==> config.mk <==
export PLATFORM = sky130hd
export DESIGN_NAME = tap_loader
export DESIGN_NICKNAME = d
export VERILOG_FILES = /design/src/rtl/tap_loader.sv
export SDC_FILE = /design/constraint.sdc
export NUM_CORES = 1
export LEC_CHECK = 0
export BUFFER_PORTS_ARGS = -buffer_cell sky130_fd_sc_hd__buf_2
export CAP_MARGIN = 20
export CORE_ASPECT_RATIO = 0.9
export CORE_UTILIZATION = 55
export CTS_BUF_LIST = sky130_fd_sc_hd__clkbuf_4
export CTS_CLUSTER_SIZE = 28
export DETAILED_ROUTE_END_ITERATION = 6
export PLACE_DENSITY = 0.84
export SYNTH_ARGS = -nofsm -noshare
export SYNTH_HDL_FRONTEND = slang
export SYNTH_SLANG_ARGS = --single-unit
==> constraint.sdc <==
create_clock -name clk -period 4.4 [get_ports clk]
set_clock_uncertainty 0.1 [all_clocks]
set_input_delay 0.44 -clock clk [delete_from_list [all_inputs] [get_ports clk]]
set_output_delay 0.44 -clock clk [all_outputs]
set_load 0.01 [all_outputs]
==> src/rtl/tap_loader.sv <==
// Lynx .TAP cassette image loader: parses the ioctl download stream and writes
// block payloads into RAM through a held-until-ack write port.
module tap_loader #(
    parameter int unsigned       ADDR_W     = 16,
    parameter int unsigned       IOCTL_AW   = 25,
    parameter logic [ADDR_W-1:0] BASIC_BASE = 16'h694D,
    parameter int unsigned       NAME_MAX   = 16,
    parameter bit                CHECK_EN   = 1'b1
) (
    input  logic                clk,
    input  logic                reset,
    input  logic                ioctl_download,
    input  logic                ioctl_wr,
    input  logic [IOCTL_AW-1:0] ioctl_addr,
    input  logic [7:0]          ioctl_dout,
    output logic                ioctl_wait,
    output logic                mem_wr,
    output logic [ADDR_W-1:0]   mem_addr,
    output logic [7:0]          mem_dout,
    input  logic                mem_ack,
    output logic [ADDR_W-1:0]   exec_addr,
    output logic [7:0]          file_type,
    output logic [3:0]          blk_count,
    output logic                done,
    output logic                error,
    output logic [2:0]          err_code
);

    typedef enum logic [3:0] {
        S_IDLE, S_NAME, S_TYPE, S_LEN_LO, S_LEN_HI, S_LOAD_LO, S_LOAD_HI,
        S_DATA, S_CHECK, S_EXEC_LO, S_EXEC_HI, S_ERR
    } state_t;

    typedef enum logic [2:0] {
        E_NONE, E_TRUNC, E_TYPE, E_CHK, E_NAME, E_OVERRUN
    } err_t;

    localparam logic [7:0] QUOTE = 8'h22;
    localparam logic [7:0] FILL  = 8'hA5;
    localparam logic [7:0] T_A   = 8'h41;
    localparam logic [7:0] T_B   = 8'h42;
    localparam logic [7:0] T_D   = 8'h44;
    localparam logic [7:0] T_M   = 8'h4D;

    localparam int unsigned      NAME_W   = $clog2(NAME_MAX + 1);
    localparam logic [NAME_W-1:0] NAME_LIM = NAME_W'(NAME_MAX);

    state_t              state, state_n;
    logic                dl_q;
    logic [NAME_W-1:0]   name_cnt;
    logic [7:0]          typ;
    logic [7:0]          lo_byte;
    logic [15:0]         len;
    logic [ADDR_W-1:0]   ptr;
    logic [7:0]          sum;
    logic                done_pend;

    logic dl_rise, dl_fall, byte_in, overrun;
    logic start, name_inc, typ_ld, lo_ld, len_ld, ptr_base, ptr_load;
    logic wr_req, exec_ld, blk_done, err_req;
    err_t err_val;

    logic unused_ok;
    assign unused_ok = ^ioctl_addr;

    assign ioctl_wait = mem_wr;
    assign dl_rise    = ioctl_download & ~dl_q;
    assign dl_fall    = ~ioctl_download & dl_q;
    // The rise cycle only clears state; bytes count from the following cycle.
    assign byte_in    = ioctl_download & dl_q & ioctl_wr & ~ioctl_wait;
    assign overrun    = ioctl_download & dl_q & ioctl_wr & ioctl_wait;

    always_ff @(posedge clk or posedge reset) begin
        if (reset) state <= S_IDLE;
        else       state <= state_n;
    end

    always_comb begin
        state_n  = state;
        start    = 1'b0;
        name_inc = 1'b0;
        typ_ld   = 1'b0;
        lo_ld    = 1'b0;
        len_ld   = 1'b0;
        ptr_base = 1'b0;
        ptr_load = 1'b0;
        wr_req   = 1'b0;
        exec_ld  = 1'b0;
        blk_done = 1'b0;
        err_req  = 1'b0;
        err_val  = E_NONE;
        if (dl_rise) begin
            state_n = S_IDLE;
        end else if (dl_fall) begin
            if (state != S_IDLE || blk_count == 4'd0) begin
                err_req = 1'b1;
                err_val = E_TRUNC;
            end
        end else if (overrun) begin
            err_req = 1'b1;
            err_val = E_OVERRUN;
        end else if (byte_in) begin
            unique case (state)
                S_IDLE: if (ioctl_dout == QUOTE) begin
                    start   = 1'b1;
                    state_n = S_NAME;
                end
                S_NAME: begin
                    if (ioctl_dout == QUOTE) state_n = S_TYPE;
                    else if (name_cnt == NAME_LIM) begin
                        err_req = 1'b1;
                        err_val = E_NAME;
                    end else name_inc = 1'b1;
                end
                S_TYPE: begin
                    if (ioctl_dout == FILL) state_n = S_TYPE;
                    else if (ioctl_dout == T_A || ioctl_dout == T_B ||
                             ioctl_dout == T_D || ioctl_dout == T_M) begin
                        typ_ld  = 1'b1;
                        state_n = S_LEN_LO;
                    end else begin
                        err_req = 1'b1;
                        err_val = E_TYPE;
                    end
                end
                S_LEN_LO: begin
                    lo_ld   = 1'b1;
                    state_n = S_LEN_HI;
                end
                S_LEN_HI: begin
                    len_ld = 1'b1;
                    if (typ == T_M || typ == T_D) state_n = S_LOAD_LO;
                    else begin
                        ptr_base = 1'b1;
                        state_n  = ({ioctl_dout, lo_byte} == 16'd0) ? S_CHECK : S_DATA;
                    end
                end
                S_LOAD_LO: begin
                    lo_ld   = 1'b1;
                    state_n = S_LOAD_HI;
                end
                S_LOAD_HI: begin
                    ptr_load = 1'b1;
                    state_n  = (len == 16'd0) ? S_CHECK : S_DATA;
                end
                S_DATA: begin
                    wr_req = 1'b1;
                    if (len == 16'd1) state_n = S_CHECK;
                end
                S_CHECK: begin
                    if (CHECK_EN && ioctl_dout != sum) begin
                        err_req = 1'b1;
                        err_val = E_CHK;
                    end else if (typ == T_M) state_n = S_EXEC_LO;
                    else begin
                        blk_done = 1'b1;
                        state_n  = S_IDLE;
                    end
                end
                S_EXEC_LO: begin
                    lo_ld   = 1'b1;
                    state_n = S_EXEC_HI;
                end
                S_EXEC_HI: begin
                    exec_ld  = 1'b1;
                    blk_done = 1'b1;
                    state_n  = S_IDLE;
                end
                S_ERR: state_n = S_ERR;
                default: state_n = S_IDLE;
            endcase
        end
        if (err_req) state_n = S_ERR;
    end

    always_ff @(posedge clk or posedge reset) begin
        if (reset) begin
            dl_q      <= 1'b0;
            name_cnt  <= '0;
            typ       <= '0;
            lo_byte   <= '0;
            len       <= '0;
            ptr       <= '0;
            sum       <= '0;
            done_pend <= 1'b0;
            mem_wr    <= 1'b0;
            mem_addr  <= '0;
            mem_dout  <= '0;
            exec_addr <= BASIC_BASE;
            file_type <= '0;
            blk_count <= '0;
            done      <= 1'b0;
            error     <= 1'b0;
            err_code  <= '0;
        end else begin
            dl_q <= ioctl_download;
            done <= 1'b0;
            if (mem_wr && mem_ack) mem_wr <= 1'b0;

            if (dl_rise) begin
                error     <= 1'b0;
                err_code  <= '0;
                blk_count <= '0;
                exec_addr <= BASIC_BASE;
                done_pend <= 1'b0;
            end

            // done waits for any outstanding write to be acknowledged
            if (dl_fall || done_pend) begin
                if (!mem_wr || mem_ack) begin
                    done      <= 1'b1;
                    done_pend <= 1'b0;
                end else begin
                    done_pend <= 1'b1;
                end
            end

            if (start) begin
                name_cnt <= '0;
                sum      <= '0;
            end
            if (name_inc) name_cnt <= name_cnt + 1'b1;
            if (typ_ld)   typ      <= ioctl_dout;
            if (lo_ld)    lo_byte  <= ioctl_dout;
            if (len_ld)   len      <= {ioctl_dout, lo_byte};
            if (ptr_base) ptr      <= BASIC_BASE;
            if (ptr_load) ptr      <= ADDR_W'({ioctl_dout, lo_byte});
            if (wr_req) begin
                mem_wr   <= 1'b1;
                mem_addr <= ptr;
                mem_dout <= ioctl_dout;
                ptr      <= ptr + 1'b1;
                sum      <= sum + ioctl_dout;
                len      <= len - 16'd1;
            end
            if (exec_ld) exec_addr <= ADDR_W'({ioctl_dout, lo_byte});
            if (blk_done) begin
                file_type <= typ;
                if (blk_count != 4'hF) blk_count <= blk_count + 4'd1;
            end
            if (err_req && !error) begin
                error    <= 1'b1;
                err_code <= err_val;
            end
        end
    end

endmodule

==> results of run 1 <==
## power groups by stage
stage / clock, W / combinational, W / sequential, W
after detailed placement: 0 / 0.000385 / 0.00144
after CTS: 0.000766 / 0.000390 / 0.00142
after floorplan: 0 / 0.000303 / 0.00137
after global routing: 0.000818 / 0.000433 / 0.00144
final: 0.000755 / 0.000392 / 0.00143
after global placement: 0 / 0.000363 / 0.00143
## layer usage
layer | global-route usage | part of all wire | up-vias
li1 | - | - | 2681
met1 | 0.373 | 0.40 | 2797
met2 | 0.438 | 0.48 | 268
met3 | 0.0857 | 0.074 | 61
met4 | 0.156 | 0.039 | 0
met5 | 0 | 0 | -
## critical path, stage by stage (launching register included)
cell      delay, ps
dfrtp_1         400
or4b_2          740
or3_1           340
a41oi_1         580
buf_4           280
a31o_2          170
nand3_1         100
o211ai_1        120
## worst paths after layout
check	end	cells after the start	slack, ps
max in group asynchronous	exec_addr[8]	4	2750
hold reg to reg	mem_addr[12]	2	380
setup / recovery	blk_count[3]	7	1480
setup reg to reg	blk_count[3]	7	1480
min in group asynchronous	len[10]	3	510
hold / removal	done_pend	3	80
## timing repair
item / in CTS / in global routing
endpoints found under the hold margin: 60 / 0
hold buffers: 2 / 0
endpoints found under the setup margin: 0 / 0
setup buffers: 0 / 0
## kinds of logic (layout without fill, tap and decap cells)
family / Yosys count / in the layout / share of synthesized area
simple gates: 322 / 322 / 0.237
compound gates: 158 / 158 / 0.163
flops: 125 / 125 / 0.480
buf+inv: 58 / 129 / 0.0371
mux: 21 / 21 / 0.0356
fa+ha+maj: 16 / 16 / 0.0314
xor+xnor: 12 / 12 / 0.0161
## state kept, by name, summed over array words and instances, names as in the netlist, 3 cells and up
name,cells
lo_byte,8
mem_dout,8
state,4
exec_addr,16
sum,8
ptr,16
len,16
mem_addr,16
blk_count,4
file_type,8
name_cnt,5
typ,8
err_code,3
## metrics by stage
stage,setup WS [ps],area [sq um]
after floorplan,546,6540
after global placement,1260,6980
after detailed placement,1110,6980
after CTS,1240,7250
after global routing,1310,7250
final,1480,7250
## cell usage after synthesis (8+ instances only)
| library cell | instances | share of area |
|---|---|---|
| nand2_1 | 148 | 0.085 |
| dfrtp_1 | 117 | 0.45 |
| o21ai_0 | 51 | 0.039 |
| nor2_1 | 50 | 0.029 |
| clkbuf_1 | 29 | 0.017 |
| a21oi_1 | 25 | 0.019 |
| nand3_1 | 23 | 0.018 |
| inv_1 | 19 | 0.011 |
| mux2_2 | 18 | 0.031 |
| nor3_1 | 18 | 0.014 |
| ha_1 | 14 | 0.027 |
| nor2b_1 | 12 | 0.011 |
| o22ai_1 | 10 | 0.0096 |
| o211ai_1 | 9 | 0.010 |
| dfstp_2 | 8 | 0.032 |
| nand4_1 | 8 | 0.0077 |
## final cells by class
cell class	count	area, sq um	share of cell area
Tap cell	156	195	0.0269
Inverter	19	73.8	0.0102
Sequential cell	125	3140	0.433
Multi-Input combinational cell	529	3160	0.436
Clock inverter	11	101	0.0140
Timing Repair Buffer	79	433	0.0597
Clock buffer	20	150	0.0207
## layout by cell type, fill, tap and decap left out, types with 7 or more instances in the layout
cell	netlist	layout
a21oi_1	25	25
and2_1	7	7
and3_1	7	7
buf_2	2	71
clkbuf_4	0	20
dfrtp_1	117	117
dfstp_2	8	8
ha_1	14	14
inv_1	19	18
mux2_2	18	18
nand2_1	148	148
nand2b_1	7	7
nand3_1	23	23
nand4_1	8	8
nor2_1	50	49
nor2b_1	12	12
nor3_1	18	18
nor4_1	7	7
o211ai_1	9	9
o21ai_0	51	51
o22ai_1	10	10
xor2_1	7	7
==> out/qor.txt, run 1 <==
antenna cells -> 0
endpoints failing setup -> 0
Max Slew Vio Count -> 0
placeable core area -> 0.0115 sq mm
Num CTS Buffers -> 17
Hold WC Path Type -> in -> reg
yosys warns -> 0
TNS Setup -> 0 ps
largest net degree at the start of global routing -> 72
PortBufs -> 71
CTS tree -> done
first-pass GRT wire length -> 27,400 um
Worst-Skew Late Latency -> 570 ps
worst slew pin tran -> 1010 ps
Worst VDD drop -> 0.000241 V
DRT iter0 DRCs -> 474
vias per inst -> 6.18
CP startpoint -> typ[1]
vias in the first global route -> 5,631
DIE AREA -> 0.0123 sq mm
WL final -> 16,500 um
WP data required -> 4780 ps
Worst Setup End Kind -> flip-flop
die width -> 117 um
Worst Path Max Fanout -> 8
Comb pwr share -> 0.152
Clock Power Share -> 0.294
share of cells above drive strength 1 -> 0.193
Remaining Overflow, GRT -> 0
via count -> 5,807
Clock Path Buffers -> 2
max-cap violations -> 0
post-route core utilization -> 0.629
post-cts sizing count -> 0
Non-Filler Instances -> 939
synthesized instance count -> 712
part of the power in registers -> 0.554
FMAX -> 342 MHz
Mapped Area -> 0.00654 sq mm
RSZ-0062 raised after global routing -> no
outcome -> finished, final reports clean
leakage power -> 3.45 nW
Die Ht -> 105 um
Final GP Congestion -> 0.926
total global-route track usage -> 0.290
initial antenna violation count -> 0
Final HPWL DP -> 11,200 um
Tot Pwr -> 0.00257 W
Post-synth EDFFs -> 0
nets -> 824
H-tree depth -> 4
Slew headroom -> 0.327
final hold violations -> 0
dominant synthesized flop cell -> dfrtp_1
FF-to-FF Start -> typ[1]
first-pass iteration count of the detailed router -> 5
I/O Pins -> 97
Setup crit start kind -> flip-flop
Post-DRT Antenna Nets -> 0
worst hold margin -> 79.4 ps
syn_area_per_cell -> 9.19 sq um
CTS clock-pin slew for the worst setup and hold paths -> 100 ps
internal power contribution -> 0.00177 W
initial core utilization -> 0.567
minimum clock period after layout -> 2920 ps
Area growth, synth to finish -> 10.9%
CP Class -> reg -> reg
total clock sinks -> 125
Seq/Total Area, Yosys -> 0.480
Synth Register Bits -> 125
std cell rows -> 37
DRC viols -> 0
syn nets -> 765
Critical Path AT -> 3300 ps
root buffer cell -> clkbuf_4
fill count -> 970
fraction of registers with async set/reset -> 1.00
Sw Ratio -> 0.314
P per Cell Area -> 355 mW/mm^2
hold path start -> mem_ack
cell count after placement -> 905
fin crit share -> 0.664
drt wl/cell -> 17.6 um
Sw Pwr -> 0.000808 W
number of library cell types mapped by synthesis -> 74
(Power assumes the default switching activity.)
==> inputs of run 2 (changes only) <==
--- a/config.mk
+++ b/config.mk
@@ -8,11 +8,11 @@
 export BUFFER_PORTS_ARGS = -buffer_cell sky130_fd_sc_hd__buf_2
 export CAP_MARGIN = 20
 export CORE_ASPECT_RATIO = 0.9
-export CORE_UTILIZATION = 55
+export CORE_UTILIZATION = 54
 export CTS_BUF_LIST = sky130_fd_sc_hd__clkbuf_4
 export CTS_CLUSTER_SIZE = 28
 export DETAILED_ROUTE_END_ITERATION = 6
-export PLACE_DENSITY = 0.84
+export PLACE_DENSITY = 0.86
 export SYNTH_ARGS = -nofsm -noshare
 export SYNTH_HDL_FRONTEND = slang
 export SYNTH_SLANG_ARGS = --single-unit
==> constraint.sdc (replaced) <==
create_clock -name clk -period 2.5 [get_ports clk]
set_clock_uncertainty 0.1 [all_clocks]
set_input_delay 0.25 -clock clk [delete_from_list [all_inputs] [get_ports clk]]
set_output_delay 0.25 -clock clk [all_outputs]
set_load 0.01 [all_outputs]
==> run 2 against run 1 <==
The flow now finishes with violations (setup timing). Sequential power increased by 71%. Setup slack got worse by 1600 ps. Cell count grew 6.5%. Critical path type unchanged. Wire length rose by 5.5%. Register-to-register slack got worse by 1600 ps. Hold slack lost 38 ps. Design area is 8.0% higher. Critical path depth is 1 lower. Highest routed layer unchanged.
==> out/qor.txt, run 2 (synthesis gave the netlist of run 1 again) <==
vias per inst -> 6.16 (was 6.18)
commonest non-fill, non-tap cells in the layout -> 148 x nand2_1, 117 x dfrtp_1, 71 x buf_2 (unchanged)
final hold violations -> 0 (unchanged)
Hold WC Path Type -> in -> reg (unchanged)
PortBufs -> 71 (unchanged)
Max Slew Vio Count -> 0 (unchanged)
leakage power -> 3.78 nW (was 3.45 nW)
largest net degree at the start of global routing -> 126 (was 72)
total clock sinks -> 125 (unchanged)
Worst Setup End Kind -> flip-flop (unchanged)
post-route cell area -> 0.00783 sq mm (was 0.00725 sq mm)
nets -> 884 (was 824)
RSZ-0062 raised after global routing -> yes (was no)
Die Ht -> 106 um (was 105 um)
Slew headroom -> 0.411 (was 0.327)
vias in the first global route -> 5,914 (was 5,631)
root buffer cell -> clkbuf_4 (unchanged)
DP Area -> 0.00741 sq mm (was 0.00698 sq mm)
H-tree depth -> 4 (unchanged)
die width -> 118 um (was 117 um)
std cell rows -> 37 (unchanged)
fin crit share -> 1.04 (was 0.664)
Final HPWL DP -> 11,900 um (was 11,200 um)
FMAX -> 384 MHz (was 342 MHz)
drt wl/cell -> 17.4 um (was 17.6 um)
Setup crit start kind -> flip-flop (unchanged)
Remaining Overflow, GRT -> 0 (unchanged)
via count -> 6,161 (was 5,807)
antenna cells -> 0 (unchanged)
worst slew pin tran -> 882 ps (was 1010 ps)
failing checks -> setup timing
Worst Path Max Fanout -> 4 (was 8)
CTS tree -> done (unchanged)
endpoints failing setup -> 4 (was 0)
Final GP Congestion -> 0.929 (was 0.926)
DRC viols -> 0 (unchanged)
I/O Pins -> 97 (unchanged)
initial core utilization -> 0.563 (was 0.567)
minimum clock period after layout -> 2600 ps (was 2920 ps)
WP data required -> 2860 ps (was 4780 ps)
WL final -> 17,400 um (was 16,500 um)
Worst-Skew Late Latency -> 550 ps (was 570 ps)
total global-route track usage -> 0.289 (was 0.290)
first-pass GRT wire length -> 28,300 um (was 27,400 um)
CTS clock-pin slew for the worst setup and hold paths -> 120 ps (was 100 ps)
initial antenna violation count -> 0 (unchanged)
placeable core area -> 0.0116 sq mm (was 0.0115 sq mm)
Num CTS Buffers -> 17 (unchanged)
max-cap violations -> 0 (unchanged)
outcome -> finished, violations left (was finished, final reports clean)
pre-CTS WS -> -83.2 ps (was 1110 ps)
Worst VDD drop -> 0.000450 V (was 0.000241 V)
DRT iter0 DRCs -> 698 (was 474)
first-pass iteration count of the detailed router -> 6 (was 5)
Clock Path Buffers -> 2 (unchanged)
share of cells above drive strength 1 -> 0.259 (was 0.193)
P per Cell Area -> 625 mW/mm^2 (was 355 mW/mm^2)
Area growth, synth to finish -> 19.7% (was 10.9%)
CP Class -> reg -> reg (unchanged)
DIE AREA -> 0.0126 sq mm (was 0.0123 sq mm)
hold-critical path depth -> 4 (was 3)
fin worst setup slack -> -101 ps (was 1480 ps)
worst hold margin -> 41.2 ps (was 79.4 ps)
most common cell after layout, fill and taps aside -> nand2_1 (unchanged)
Post-DRT Antenna Nets -> 0 (unchanged)
r2r worst-path depth -> 6 (was 7)
Critical Path AT -> 2970 ps (was 3300 ps)
==> run 2: cell count changes in the layout (fill, tap and decap cells not counted), sizes merged <==
cell         previous run  this run
dlygate4sd3             2         5
bufinv                  2         4
clkinv                  8         7
clkbuf                 20        19
buf                    77       134
clkinvlp                1         2
==> run 2: final timing paths <==
check,startpoint,endpoint,slack (ps)
min in group asynchronous,reset,len[10],320
max in group asynchronous,reset,mem_addr[4],1490
min,ioctl_dout[0],sum[0],40
max,len[5],len[12],-100
max reg2reg,len[5],len[12],-100
min reg2reg,mem_addr[0],mem_addr[0],380
==> run 2: final cells by class <==
type                            instances  area [sq um]
Fill cell                             868          3790
Clock inverter                         13           171
Multi-Input combinational cell        529          3220
Tap cell                              156           195
Inverter                               19          75.1
Clock buffer                           19           143
Timing Repair Buffer                  139           891
Sequential cell                       125          3140
==> run 2: repair_timing <==
action,in CTS,in global routing
buffers inserted,1,0
endpoints found under the hold margin,124,0
gates resized for setup,4,5
endpoints found under the setup margin,7,14
hold buffers,5,0
pin swaps,2,0
==> run 2: metrics by stage <==
stage / TNS [ps] / util / instances / power (W)
global placement: -65.2 / 0.638 / 962 / 0.00325
CTS: -133 / 0.671 / 1000 / 0.00487
detailed placement: -289 / 0.638 / 962 / 0.00330
global route: -454 / 0.674 / 1000 / 0.00510
floorplan: 0 / - / 712 / 0.00294
finish: -281 / 0.674 / 1000 / 0.00489
==> run 2: critical path: stages, from the launching register on <==
cell and delay (ps):
dfrtp_1 400, or4_4 550, or4b_4 540, or4b_4 540, a21oi_2 150, nor2_1 50, a211oi_2 190
==> run 2: where the power goes <==
| group | internal [W] | switching [W] | leakage (nW) |
|---|---|---|---|
| Clock | 0.000805 | 0.000776 | 0.169 |
| Combinational | 0.000382 | 0.000490 | 1.94 |
| Sequential | 0.00221 | 0.000231 | 1.67 |
==> run 2: layer usage <==
| layer | up-vias | share of wire | track usage |
|---|---|---|---|
| li1 | 2788 | - | - |
| met1 | 2949 | 0.39 | 0.355 |
| met2 | 337 | 0.47 | 0.459 |
| met3 | 87 | 0.085 | 0.0719 |
| met4 | 0 | 0.049 | 0.180 |
| met5 | - | 0 | 0 |
==> inputs of run 3 (changes only) <==
--- a/config.mk
+++ b/config.mk
@@ -5,6 +5,7 @@
 export SDC_FILE = /design/constraint.sdc
 export NUM_CORES = 1
 export LEC_CHECK = 0
+export ABC_AREA = 1
 export BUFFER_PORTS_ARGS = -buffer_cell sky130_fd_sc_hd__buf_2
 export CAP_MARGIN = 20
 export CORE_ASPECT_RATIO = 0.9
==> run 3 against run 2 <==
Combinational power is 33% higher. Design area is 3.4% lower. Clock power is 12% lower. First-iteration DRC count is 28% lower. Critical path type is now in -> reg. Clock-buffer cell count is 5 higher. Largest cell class is now registers. Die area is 1.3% higher. The run now ends clean. Power is 5.8% higher. Critical endpoint is now blk_count[0]. Global-route usage is 1.3 points lower. Critical path depth is 7 higher. Sequential share of layout area is 1.4 points higher. Wire length is 7.2% lower.
==> out/qor.txt, run 3 <==
PortBufs -> 71 (unchanged)
I/O Pins -> 97 (unchanged)
final hold violations -> 0 (unchanged)
max-cap violations -> 0 (unchanged)
vias per inst -> 5.54 (was 6.16)
die width -> 119 um (was 118 um)
syn_area_per_cell -> 8.14 sq um (was 9.19 sq um)
Synth area leader -> dfrtp_1 (unchanged)
first-pass iteration count of the detailed router -> 5 (was 6)
yosys warns -> 0 (unchanged)
DP Area -> 0.00719 sq mm (was 0.00741 sq mm)
placeable core area -> 0.0120 sq mm (was 0.0116 sq mm)
Worst-Skew Late Latency -> 550 ps (about the same)
initial core utilization -> 0.551 (was 0.563)
Num CTS Buffers -> 17 (unchanged)
Slew headroom -> 0.510 (was 0.411)
r2r worst-path depth -> 11 (was 6)
Worst Path Max Fanout -> 16 (was 4)
share of cells above drive strength 1 -> 0.181 (was 0.259)
Clock Path Buffers -> 2 (unchanged)
Die Ht -> 107 um (was 106 um)
antenna cells -> 0 (unchanged)
CTS tree -> done (unchanged)
commonest non-fill, non-tap cells in the layout -> 184 x nand2_1, 117 x dfrtp_1, 91 x inv_1 (was 148 x nand2_1, 117 x dfrtp_1, 71 x buf_2)
initial antenna violation count -> 0 (unchanged)
FF-to-FF Start -> sum[1] (was len[5])
synthesized instance count -> 814 (was 712)
total global-route track usage -> 0.276 (was 0.289)
WL final -> 16,200 um (was 17,400 um)
drt wl/cell -> 15.0 um (was 17.4 um)
most common cell after layout, fill and taps aside -> nand2_1 (unchanged)
std cell rows -> 38 (was 37)
Synth area leaders -> dfrtp_1 44%, nand2_1 10%, nand3_1 5.9%, inv_1 5.2%, nor2_1 3.8% (was dfrtp_1 45%, nand2_1 8.5%, o21ai_0 3.9%, dfstp_2 3.2%, mux2_2 3.1%)
Final HPWL DP -> 11,600 um (was 11,900 um)
CTS clock-pin slew for the worst setup and hold paths -> 110 ps (was 120 ps)
Remaining Overflow, GRT -> 0 (unchanged)
CP startpoint -> ioctl_dout[1] (was len[5])
root buffer cell -> clkbuf_4 (unchanged)
reg-to-reg endpoint -> blk_count[0] (was len[12])
CP Class -> in -> reg (was reg -> reg)
number of library cell types mapped by synthesis -> 49 (was 74)
fill count -> 1,048 (was 868)
Critical Path AT -> 2540 ps (was 2970 ps)
multi-input logic area -> 0.00296 sq mm (was 0.00322 sq mm)
hold-critical path depth -> 5 (was 4)
DRT iter0 DRCs -> 504 (was 698)
most numerous cell in the Yosys netlist -> nand2_1 (unchanged)
leakage power -> 3.77 nW (was 3.78 nW)
Post-synth EDFFs -> 0 (unchanged)
Hold WC Path Type -> in -> reg (unchanged)
WP data required -> 2840 ps (was 2860 ps)
Sequential Area -> 0.00314 sq mm (unchanged)
Seq/Total Area, Yosys -> 0.473 (was 0.480)
syn nets -> 867 (was 765)
Worst VDD drop -> 0.000484 V (was 0.000450 V)
R2R setup slack -> 320 ps (was -100 ps)
first-pass GRT wire length -> 27,200 um (was 28,300 um)
minimum clock period after layout -> 2200 ps (was 2600 ps)
via count -> 5,967 (was 6,161)
Synth Register Bits -> 125 (unchanged)
dominant synthesized flop cell -> dfrtp_1 (unchanged)
endpoints failing setup -> 0 (was 4)
Setup crit start kind -> primary input (was flip-flop)
P per Cell Area -> 684 mW/mm^2 (was 625 mW/mm^2)
fin crit share -> 0.880 (was 1.04)
Post-synth top cells -> 184 x nand2_1, 117 x dfrtp_1, 92 x inv_1 (was 148 x nand2_1, 117 x dfrtp_1, 51 x o21ai_0)
outcome -> finished, final reports clean (was finished, violations left)
H-tree depth -> 4 (unchanged)
Max Slew Vio Count -> 0 (unchanged)
Post-DRT Antenna Nets -> 0 (unchanged)
DIE AREA -> 0.0127 sq mm (was 0.0126 sq mm)
nets -> 958 (was 884)
Area growth, synth to finish -> 14.2% (was 19.7%)
FMAX -> 455 MHz (was 384 MHz)
Setup crit end -> blk_count[0] (was len[12])
total clock sinks -> 125 (unchanged)
TNS Setup -> 0 ps (was -281 ps)
worst slew pin tran -> 734 ps (was 882 ps)
vias in the first global route -> 5,659 (was 5,914)
Mapped Area -> 0.00663 sq mm (was 0.00654 sq mm)
Synth top area share -> 0.442 (was 0.448)
Worst Setup End Kind -> flip-flop (unchanged)
DRC viols -> 0 (unchanged)
largest net degree at the start of global routing -> 42 (was 126)
post-route cell area -> 0.00757 sq mm (was 0.00783 sq mm)
Final GP Congestion -> 0.947 (was 0.929)
RSZ-0062 raised after global routing -> no (was yes)
fraction of registers with async set/reset -> 1.00 (unchanged)
## run 3: critical path, stage by stage
cell           delay (ps)
dlygate4sd3_1         530
buf_2                 200
ha_1                  330
nor2_1                130
nand3_1                90
nor2_1                100
nand2_1               110
nor3_1                200
nand2_2               140
nand2_4               190
nand2_2               110
nand3_1                80
o21ai_1                80
## run 3: layout make-up
cell class,instances,share of cell area
Clock buffer,24,0.0238
Clock inverter,8,0.0122
Inverter,106,0.0541
Multi-Input combinational cell,563,0.391
Sequential cell,125,0.415
Tap cell,160,0.0265
Timing Repair Buffer,92,0.0780
## run 3: logic make-up (layout without fill, tap and decap cells)
family,after synthesis,count (layout),share of synthesized area
buffers and inverters,126,230,0.0802
AND/OR/NAND/NOR,395,395,0.273
AO/OA/AOI/OAI,139,139,0.125
adder cells (fa/ha/maj),15,15,0.0295
flip-flops,125,125,0.473
XOR/XNOR,14,14,0.0185
## run 3: power breakdown
part	leakage (nW)	internal, W	switching, W
clock network	0.160	0.000663	0.000723
registers	1.59	0.00232	0.000308
logic	2.02	0.000426	0.000738
total	3.77	0.00341	0.00177
## run 3: how the worst min path moves through the flow
| stage | start | endpoint | slack, ps |
|---|---|---|---|
| 2_1_floorplan | ioctl_download | dl_q | 180 |
| 4_1_cts | ioctl_wr | err_code[2] | 60 |
| 5_1_grt | ioctl_wr | err_code[2] | 110 |
| 3_5_place_dp | reset | name_cnt[2] | 320 |
| 6_report | ioctl_wr | err_code[2] | 100 |
| 3_3_place_gp | reset | name_cnt[2] | 310 |
## run 3: routing by layer
| metal | up-vias | routed length, um | global-route usage |
|---|---|---|---|
| li1 | 2885 | - | - |
| met1 | 2820 | 7180 | 0.372 |
| met2 | 228 | 7480 | 0.431 |
| met3 | 34 | 1230 | 0.0707 |
| met4 | 0 | 301 | 0.101 |
| met5 | - | 0 | 0 |
## run 3: what timing repair did
| item | in CTS | in global routing |
|---|---|---|
| hold buffers | 11 | 0 |
| endpoints found under the hold margin | 48 | 0 |
| resized for setup | 0 | 0 |
| setup buffers | 0 | 0 |
## run 3: stage by stage
stage / setup WS [ps] / util / hold slack [ps] / power (W) / std cells
4_1_cts: 315 / 0.629 / 64.8 / 0.00520 / 1078
3_5_place_dp: 286 / 0.597 / 318 / 0.00380 / 1035
3_3_place_gp: 364 / 0.597 / 312 / 0.00375 / 1035
2_1_floorplan: 574 / - / 181 / 0.00338 / 814
5_1_grt: 121 / 0.629 / 112 / 0.00551 / 1078
6_report: 300 / 0.629 / 104 / 0.00518 / 1078
